<file path="src/rtl/cache_dre_flush.sv">
// ============================================================================
//  Module   : cache_dre_flush
//  Purpose  : Write-back engine for one cache line. Walks the line a word-pair
//             at a time, writes back every word with valid bytes, then clears
//             that pair's byte-valid mask in the DRE store.
//  Revision : 1.0  initial release
// ============================================================================
`default_nettype none

module cache_dre_flush #(
    parameter int ADDR_WIDTH      = 8,
    parameter int LINE_WORDS_LOG2 = 3,
    parameter int MEM_ADDR_WIDTH  = 30
) (
    input  logic                                  clk,
    input  logic                                  rst,

    input  logic                                  start,
    input  logic [ADDR_WIDTH-LINE_WORDS_LOG2-1:0] start_line,
    input  logic [1:0]                            start_channel,
    input  logic [MEM_ADDR_WIDTH-1:0]             start_memBase,
    output logic                                  busy,
    output logic                                  done,

    output logic                                  ri_sel,
    output logic [ADDR_WIDTH:0]                   ri_readAddress,
    output logic [1:0]                            ri_readChannel,
    input  logic [7:0]                            ri_readData,
    output logic [ADDR_WIDTH-1:0]                 ri_writeAddress,
    output logic [1:0]                            ri_writeChannel,
    output logic                                  ri_writeEnable,
    output logic [7:0]                            ri_writeData,

    output logic [ADDR_WIDTH-1:0]                 data_readAddress,
    output logic [1:0]                            data_readChannel,
    input  logic [31:0]                           data_readData,

    output logic                                  mem_req,
    output logic [MEM_ADDR_WIDTH-1:0]             mem_addr,
    output logic [3:0]                            mem_byteEnable,
    output logic [31:0]                           mem_writeData,
    input  logic                                  mem_ack
);

    localparam int c_LINE_W = ADDR_WIDTH - LINE_WORDS_LOG2;
    localparam logic [LINE_WORDS_LOG2-1:0] c_LAST_PAIR =
        LINE_WORDS_LOG2'((1 << LINE_WORDS_LOG2) - 2);

    typedef enum logic [2:0] {
        ST_IDLE       = 3'd0,
        ST_RD_DRE     = 3'd1,
        ST_LATCH      = 3'd2,
        ST_RD_DATA    = 3'd3,
        ST_LATCH_DATA = 3'd4,
        ST_MEM_REQ    = 3'd5,
        ST_CLR        = 3'd6,
        ST_DONE       = 3'd7
    } state_t;

    state_t                      r_state;
    logic [c_LINE_W-1:0]         r_line;
    logic [1:0]                  r_channel;
    logic [MEM_ADDR_WIDTH-1:0]   r_memBase;
    // Word offset of the even word of the current pair; bit 0 is always 0.
    logic [LINE_WORDS_LOG2-1:0]  r_pair;
    logic                        r_word;
    logic [7:0]                  r_mask;

    logic [LINE_WORDS_LOG2-1:0]  w_oddWord;
    logic [LINE_WORDS_LOG2-1:0]  w_nextPair;
    logic [LINE_WORDS_LOG2-1:0]  w_wordOff;

    assign w_oddWord  = r_pair | LINE_WORDS_LOG2'(1);
    assign w_nextPair = r_pair + LINE_WORDS_LOG2'(2);
    assign w_wordOff  = r_pair | LINE_WORDS_LOG2'(r_word);

    assign ri_sel           = busy;
    assign ri_readChannel   = r_channel;
    assign ri_writeChannel  = r_channel;
    assign data_readChannel = r_channel;
    assign ri_writeData     = 8'h00;

    always_ff @(posedge clk) begin
        if (rst) begin
            r_state          <= ST_IDLE;
            r_line           <= '0;
            r_channel        <= '0;
            r_memBase        <= '0;
            r_pair           <= '0;
            r_word           <= 1'b0;
            r_mask           <= '0;
            busy             <= 1'b0;
            done             <= 1'b0;
            ri_readAddress   <= '0;
            ri_writeAddress  <= '0;
            ri_writeEnable   <= 1'b0;
            data_readAddress <= '0;
            mem_req          <= 1'b0;
            mem_addr         <= '0;
            mem_byteEnable   <= '0;
            mem_writeData    <= '0;
        end else begin
            done           <= 1'b0;
            ri_writeEnable <= 1'b0;

            case (r_state)
                ST_IDLE: begin
                    if (start) begin
                        r_line         <= start_line;
                        r_channel      <= start_channel;
                        r_memBase      <= start_memBase;
                        r_pair         <= '0;
                        r_word         <= 1'b0;
                        busy           <= 1'b1;
                        ri_readAddress <= {start_line, {LINE_WORDS_LOG2{1'b0}}, 1'b0};
                        r_state        <= ST_RD_DRE;
                    end
                end

                ST_RD_DRE: r_state <= ST_LATCH;

                // The skip decision is taken on the raw RAM output so that an
                // empty pair costs no extra cycle before its clear.
                ST_LATCH: begin
                    r_mask <= ri_readData;
                    if (ri_readData[3:0] != 4'h0) begin
                        r_word           <= 1'b0;
                        data_readAddress <= {r_line, r_pair};
                        r_state          <= ST_RD_DATA;
                    end else if (ri_readData[7:4] != 4'h0) begin
                        r_word           <= 1'b1;
                        data_readAddress <= {r_line, w_oddWord};
                        r_state          <= ST_RD_DATA;
                    end else begin
                        r_word          <= 1'b0;
                        ri_writeEnable  <= 1'b1;
                        ri_writeAddress <= {r_line, r_pair};
                        r_state         <= ST_CLR;
                    end
                end

                ST_RD_DATA: r_state <= ST_LATCH_DATA;

                ST_LATCH_DATA: begin
                    mem_req        <= 1'b1;
                    mem_addr       <= r_memBase + MEM_ADDR_WIDTH'(w_wordOff);
                    mem_byteEnable <= r_word ? r_mask[7:4] : r_mask[3:0];
                    mem_writeData  <= data_readData;
                    r_state        <= ST_MEM_REQ;
                end

                ST_MEM_REQ: begin
                    if (mem_ack) begin
                        mem_req <= 1'b0;
                        if (!r_word && (r_mask[7:4] != 4'h0)) begin
                            r_word           <= 1'b1;
                            data_readAddress <= {r_line, w_oddWord};
                            r_state          <= ST_RD_DATA;
                        end else begin
                            ri_writeEnable  <= 1'b1;
                            ri_writeAddress <= {r_line, r_pair};
                            r_state         <= ST_CLR;
                        end
                    end
                end

                ST_CLR: begin
                    if (r_pair == c_LAST_PAIR) begin
                        done    <= 1'b1;
                        r_state <= ST_DONE;
                    end else begin
                        r_pair         <= w_nextPair;
                        r_word         <= 1'b0;
                        ri_readAddress <= {r_line, w_nextPair, 1'b0};
                        r_state        <= ST_RD_DRE;
                    end
                end

                ST_DONE: begin
                    busy    <= 1'b0;
                    r_state <= ST_IDLE;
                end

                default: r_state <= ST_IDLE;
            endcase
        end
    end

endmodule

`default_nettype wire

</file>
<file path="config.mk">
export PLATFORM = sky130hd
export DESIGN_NAME = cache_dre_flush
export DESIGN_NICKNAME = d
export VERILOG_FILES = /design/src/rtl/cache_dre_flush.sv
export SDC_FILE = /design/constraint.sdc
export NUM_CORES = 1
export LEC_CHECK = 0
export BUFFER_PORTS_ARGS = -buffer_cell sky130_fd_sc_hd__clkbuf_2
export CAP_MARGIN = 10
export CORE_AREA = 2 2 127 129
export DETAILED_ROUTE_END_ITERATION = 12
export DIE_AREA = 0 0 129 131
export GPL_TIMING_DRIVEN = 0
export PLACE_DENSITY = 0.72
export SYNTH_ARGS = -nofsm -noshare
export SYNTH_HDL_FRONTEND = slang
export SYNTH_SLANG_ARGS = --single-unit
</file>
<file path="constraint.sdc">
create_clock -name clk -period 2 [get_ports clk]
set_input_delay 0.3 -clock clk [delete_from_list [all_inputs] [get_ports clk]]
set_output_delay 0.3 -clock clk [all_outputs]
set_load 0.05 [all_outputs]
</file>
==> impl_metrics.tcl, run 1 <==
set metrics [dict create \
    run_status "finished, violations left" \
    violations "setup timing" \
    synth-simple-area-share 0.238 \
    critPathCaptureType "register" \
    async_flop_share 0 \
    core_um2 15600 \
    grt_start_max_net_pins 17 \
    synthTopCellsByCount "nand2_1, dfxtp_1, a21oi_1" \
    drtIter0Drc 439 \
    layout.nets 1052 \
    io_buffers 178 \
    total_power_uw 7350 \
    synth_xor_area_frac 0.0130 \
    synth_top_family_by_area "simple AND/OR/NAND/NOR gates" \
    initial_core_util 0.388 \
    yosysSeqAreaShare 0.466 \
    synth-seq-cells 141 \
    ir_drop_mv 0.646 \
    grt_pass1_vias 5376 \
    synthTopCellsByArea "dfxtp_1, nand2_1, a21oi_1, nor2_1, a311oi_1" \
    clock_latency_ps 430 \
    antenna_left 0 \
    powerDensity_nw_per_um2 904 \
    cp-endpoint "mem_addr[18]" \
    synth_compound_area_frac 0.188 \
    fillers 1505 \
    finClkSkew_ps 7.37 \
    max-slew-margin-rel 0.352 \
    die_x_um 129 \
    critical_path_class "register to register" \
    ioPinCount 191 \
    cts_tree "done" \
    cts_buffer_depth 2 \
    synth_top_flop_cell "dfxtp_1" \
    worstSetupStartpoint "r_word" \
    h-tree-depth 4 \
    wl_per_cell_um 15.5 \
    gr-usage-all-layers 0.217 \
    clk_pin_slew_worst_paths_ps 60 \
    grt_pass1_wl_mm 28.0 \
    period_minus_slack_ps 2200 \
    worstPathRequired_ps 2330 \
    slew_violations 0 \
    reg2reg_from "r_word" \
    synth_cell_types 64 \
    rsz0062_at_grt "yes" \
    die_h_um 131 \
    ff2ff_setup_slack_ps -200 \
    synthMuxAreaShare 0.0182 \
    dr.pass1.iters 5 \
    synth_cells 748 \
    place.gp.congestion 0.866 \
    synth_top_area_share 0.466 \
    dr_total_vias 6128 \
    cts_num_sinks 141 \
    r2r_cells 8 \
    worst_slack_ps -197 \
    antenna_found_initial 0 \
    period_share 1.10 \
    final_util 0.521 \
    dieArea_um2 16900 \
    synthMostInstantiatedCell "nand2_1" \
    antennaDiodeCount 0 \
    synthesis.area_um2 6050 \
    seq_area_um2 2830 \
    fmax_mhz 455 \
    synthAdderAreaFrac 0.0116 \
    r2r-end "mem_addr[18]" \
    hpwl_mm 13.4 \
    finalHoldViolCount 0 \
    yosysWarnings 0 \
    areaGrowthSynthToFinish_pct 34.3 \
    syn_avg_cell_area_um2 8.09 \
    cp.arrival_ps 2530 \
    viasPerCell 5.13 \
    timing.final.setup_violations 9 \
    hold_path.class "input pin to register" \
    synth_edf_count 0 \
    multi_input_area_um2 3000 \
    synth_top_area_cell "dfxtp_1" \
    worstPathMaxFanout 8 \
    layout-drive-gt1-share 0.307 \
    startpoint_type "register" \
    maxCapViolCount 0 \
    numCtsBuffers 17 \
    drt_drc_violations_left 0 \
    overflow 0 \
    row_count 46 \
    worst_pin_slew_ps 963 \
    leakage_uw 0.00320 \
    cts_root_buf "clkbuf_16" \
    drt_wl_total_mm 18.6 \
    hold_buffers 0 \
]
-- routing by layer --
layer / share of wire / routed length [um] / vias up / global-route usage
met4: 0.027 / 500 / 0 / 0.0991
met3: 0.059 / 1110 / 38 / 0.0501
met1: 0.46 / 8470 / 2844 / 0.276
met2: 0.46 / 8490 / 225 / 0.352
met5: 0 / 0 / - / 0
li1: - / - / 3021 / -
-- power breakdown --
group,internal [uW],switching [uW]
Combinational,303,663
Clock,2140,1190
Sequential,2930,120
Total,5380,1980
-- worst min-delay path by stage --
stage / depth (start not counted) / slack [ps] / end / from
5_1_grt: 3 / 90 / mem_writeData[28] / data_readData[28]
3_3_place_gp: 2 / 440 / mem_addr[3] / mem_addr[3]
3_5_place_dp: 2 / 450 / mem_writeData[9] / mem_writeData[9]
6_report: 3 / 90 / r_memBase[12] / start_memBase[12]
4_1_cts: 3 / 70 / r_memBase[12] / start_memBase[12]
2_1_floorplan: 2 / 430 / r_memBase[0] / start_memBase[0]
-- timing repair --
item | 4_1_cts | 5_1_grt
endpoints found under the setup margin | 53 | 92
setup buffers | 4 | 9
hold endpoints to repair | 0 | 0
pin swaps | 6 | 12
gates cloned | 0 | 0
gates resized for setup | 12 | 21
-- cells by family after synthesis --
kind of cell / count (synthesis)
adder cells (fa/ha/maj): 5
buffers and inverters: 78
XOR/XNOR: 9
multiplexers: 11
AO/OA/AOI/OAI: 187
flip-flops: 141
AND/OR/NAND/NOR: 316
other: 1
-- through the flow --
stage	setup TNS, ps	hold WS (ps)	cells	instance area [um^2]	setup WS, ps
2_1_floorplan	-220	428	758	6120	-75.8
3_3_place_gp	-4720	441	1152	7280	-244
3_5_place_dp	-5610	447	1152	7280	-275
4_1_cts	-602	72.5	1188	7990	-139
5_1_grt	-1580	87.2	1195	8130	-248
6_report	-1110	92.5	1195	8130	-197
-- cell type report --
| cell class | count | area share |
|---|---|---|
| Multi-Input combinational cell | 539 | 0.369 |
| Sequential cell | 141 | 0.348 |
| Timing Repair Buffer | 190 | 0.123 |
| Clock buffer | 20 | 0.0562 |
| Buffer | 68 | 0.0451 |
| Tap cell | 216 | 0.0332 |
| Clock inverter | 12 | 0.0206 |
| Inverter | 9 | 0.00416 |
-- flip-flops by register name, summed over array words and instances, names as in the netlist, 2 cells and up --
signal,flops
mem_byteEnable,4
data_readChannel,2
r_state,3
data_readAddress,8
r_memBase,30
r_line,5
r_mask,8
ri_readAddress,6
mem_addr,30
ri_writeAddress,7
mem_writeData,32
-- worst max-delay path, cell delays in order (launching register included) --
cell and delay, ps:
dfxtp_2 350, ha_4 160, inv_2 40, fa_2 340, and2b_4 300, o211ai_4 100
buf_6 150, or4_4 400, a311oi_1 260
-- layout by cell type (no fill, tap or decap), drive strengths merged, types with 11 or more instances in the layout --
cell / Yosys / layout
a211oi: 16 / 16
a21oi: 105 / 105
a311oi: 17 / 17
buf: 40 / 51
clkbuf: 29 / 227
conb: 1 / 11
dfxtp: 141 / 141
mux2i: 11 / 11
nand2: 196 / 196
nand3: 14 / 14
nor2: 43 / 43
o21ai: 17 / 17
o31ai: 13 / 13
or4: 13 / 13
No activity file was read; power rests on OpenSTA's default activity.
==> run 2: changes to the inputs <==
Settings changed: CELL_PAD_IN_SITES_DETAIL_PLACEMENT set to 2, CELL_PAD_IN_SITES_GLOBAL_PLACEMENT set to 2, CORE_AREA 2 2 127 129 to 2 2 156 158, DIE_AREA 0 0 129 131 to 0 0 158 160, GPL_TIMING_DRIVEN 0 to 1, HOLD_SLACK_MARGIN set to 0.12, PLACE_DENSITY 0.72 to 0.81.
==> run 2 against run 1 <==
Against the previous run: largest cell class unchanged; routed wire length up 35%; the run still ends with setup timing left; clock power grew 3%; cell count grew 13%; via count grew 6.0%; sequential power about the same.
==> impl_metrics.tcl, run 2 (synthesized netlist as in run 1, its figures left out) <==
set metrics [dict create \
    h-tree-depth 4 \
    grt_start_max_net_pins 54 \
    final_common_cell "nand2_1" \
    startpoint_type "register" \
    placed_area_um2 7550 \
    die_h_um 160 \
    largest_reg_flops 32 \
    drt_wl_total_mm 25.1 \
    cts_tree "done" \
    io_buffers 179 \
    total_power_uw 7630 \
    dr.pass1.iters 4 \
    period_minus_slack_ps 2130 \
    cts_buffer_depth 2 \
    dieArea_um2 25300 \
    run_status "finished, violations left" \
    viasPerCell 4.83 \
    layout-drive-gt1-share 0.306 \
    slew_violations 0 \
    critical_path_class "register to register" \
    ir_drop_mv 0.351 \
    gr-usage-all-layers 0.188 \
    worst_slack_ps -130 \
    worst_pin_slew_ps 599 \
    overflow 0 \
    period_share 1.07 \
    violations "setup timing" \
    drt_drc_violations_left 0 \
    final_cell_mix "nand2_1, clkbuf_2, dfxtp_1" \
    row_count 57 \
    rsz0062_at_grt "yes" \
    final_cell_area_um2 9010 \
    worstPathMaxFanout 8 \
    antenna_left 0 \
    die_x_um 158 \
    initial_core_util 0.254 \
    finalHoldViolCount 0 \
    maxCapViolCount 0 \
    hpwl_mm 15.9 \
    areaGrowthSynthToFinish_pct 48.8 \
    grt_pass1_wl_mm 37.1 \
    place.gp.congestion 0.753 \
    cts_num_sinks 141 \
    max-slew-margin-rel 0.598 \
    cp.arrival_ps 2450 \
    powerDensity_nw_per_um2 847 \
    numCtsBuffers 17 \
    top_register "mem_writeData" \
    critPathCaptureType "register" \
    core_um2 23800 \
    fmax_mhz 469 \
    finClkSkew_ps 14.2 \
    dr_total_vias 6497 \
    grt_pass1_vias 6898 \
    ioPinCount 191 \
    clk_pin_slew_worst_paths_ps 60 \
    antenna_found_initial 2 \
    worstPathRequired_ps 2320 \
    leakage_uw 0.00352 \
    drtIter0Drc 333 \
    cts_root_buf "clkbuf_16" \
    layout.nets 1094 \
    timing.final.setup_violations 8 \
    clock_latency_ps 430 \
    wl_per_cell_um 18.6 \
    hold_path.class "input pin to register" \
    top_regs "mem_writeData x32, mem_addr x30, r_memBase x30" \
]
[run 2: cell count changes in the layout (fill, tap and decap cells not counted), moves of 3 or more]
cell / change
a311oi_1: -5
a311oi_2: +5
buf_12: +6
buf_2: -18
buf_4: +26
buf_6: -3
clkbuf_1: -26
dlygate4sd3_1: +60
[run 2: per-stage QoR]
stage / TNS, ps / worst slack [ps] / instances / hold slack, ps / utilization
final: -761 / -130 / 1345 / 130 / 0.378
after global routing: -1960 / -227 / 1344 / 128 / 0.378
after CTS: -270 / -68.1 / 1334 / 121 / 0.370
after detailed placement: -792 / -193 / 1243 / 450 / 0.317
after global placement: -295 / -75.8 / 1243 / 442 / 0.317
after floorplan: -220 / -75.8 / 758 / 428 / -
[run 2: worst paths after layout]
| path | start | to | slack, ps | cells after the start |
|---|---|---|---|---|
| hold reg to reg | mem_writeData[25] | mem_writeData[25] | 460 | 2 |
| hold / removal | start_memBase[0] | r_memBase[0] | 130 | 3 |
| setup / recovery | r_memBase[0] | mem_addr[12] | -130 | 7 |
| setup reg to reg | r_memBase[0] | mem_addr[12] | -130 | 7 |
[run 2: metal layers]
metal  vias to the layer above  GRT usage  share of wire
met5                         -          0              0
li1                       3095          -              -
met3                        34     0.0407          0.047
met2                       162      0.326           0.50
met4                         0     0.0577          0.017
met1                      3206      0.230           0.44
[run 2: report_power, final]
part / leakage (uW) / internal [uW] / total (uW) / switching, uW
Clock: 0.000305 / 2140 / 3440 / 1300
Sequential: 0.00115 / 2930 / 3050 / 117
Combinational: 0.00206 / 404 / 1140 / 736
Total: 0.00352 / 5480 / 7630 / 2160
[run 2: what timing repair did]
| action | 4_1_cts | 5_1_grt |
|---|---|---|
| setup buffers | 2 | 8 |
| setup endpoints to repair | 9 | 19 |
| hold buffers | 59 | 1 |
| gates resized for setup | 6 | 19 |
| pin swaps | 13 | 10 |
| gates cloned | 0 | 2 |
| hold endpoints to repair | 59 | 1 |
[run 2: worst max-delay path, cell delays in order (launching register included)]
cell and delay (ps):
dfxtp_2 360, ha_4 140, inv_2 40, fa_2 390
and2b_2 290, o211ai_4 120, or3_1 390, a311oi_2 290
[run 2: cell type report]
cell class / count / area (um^2)
antenna: 2 / 5.00
clock buffer: 19 / 453
clock inverter: 11 / 166
fill: 2732 / 14800
inverter: 9 / 33.8
multi-input combinational: 539 / 3030
sequential: 141 / 2830
tap: 324 / 405
timing repair buffer: 300 / 2080
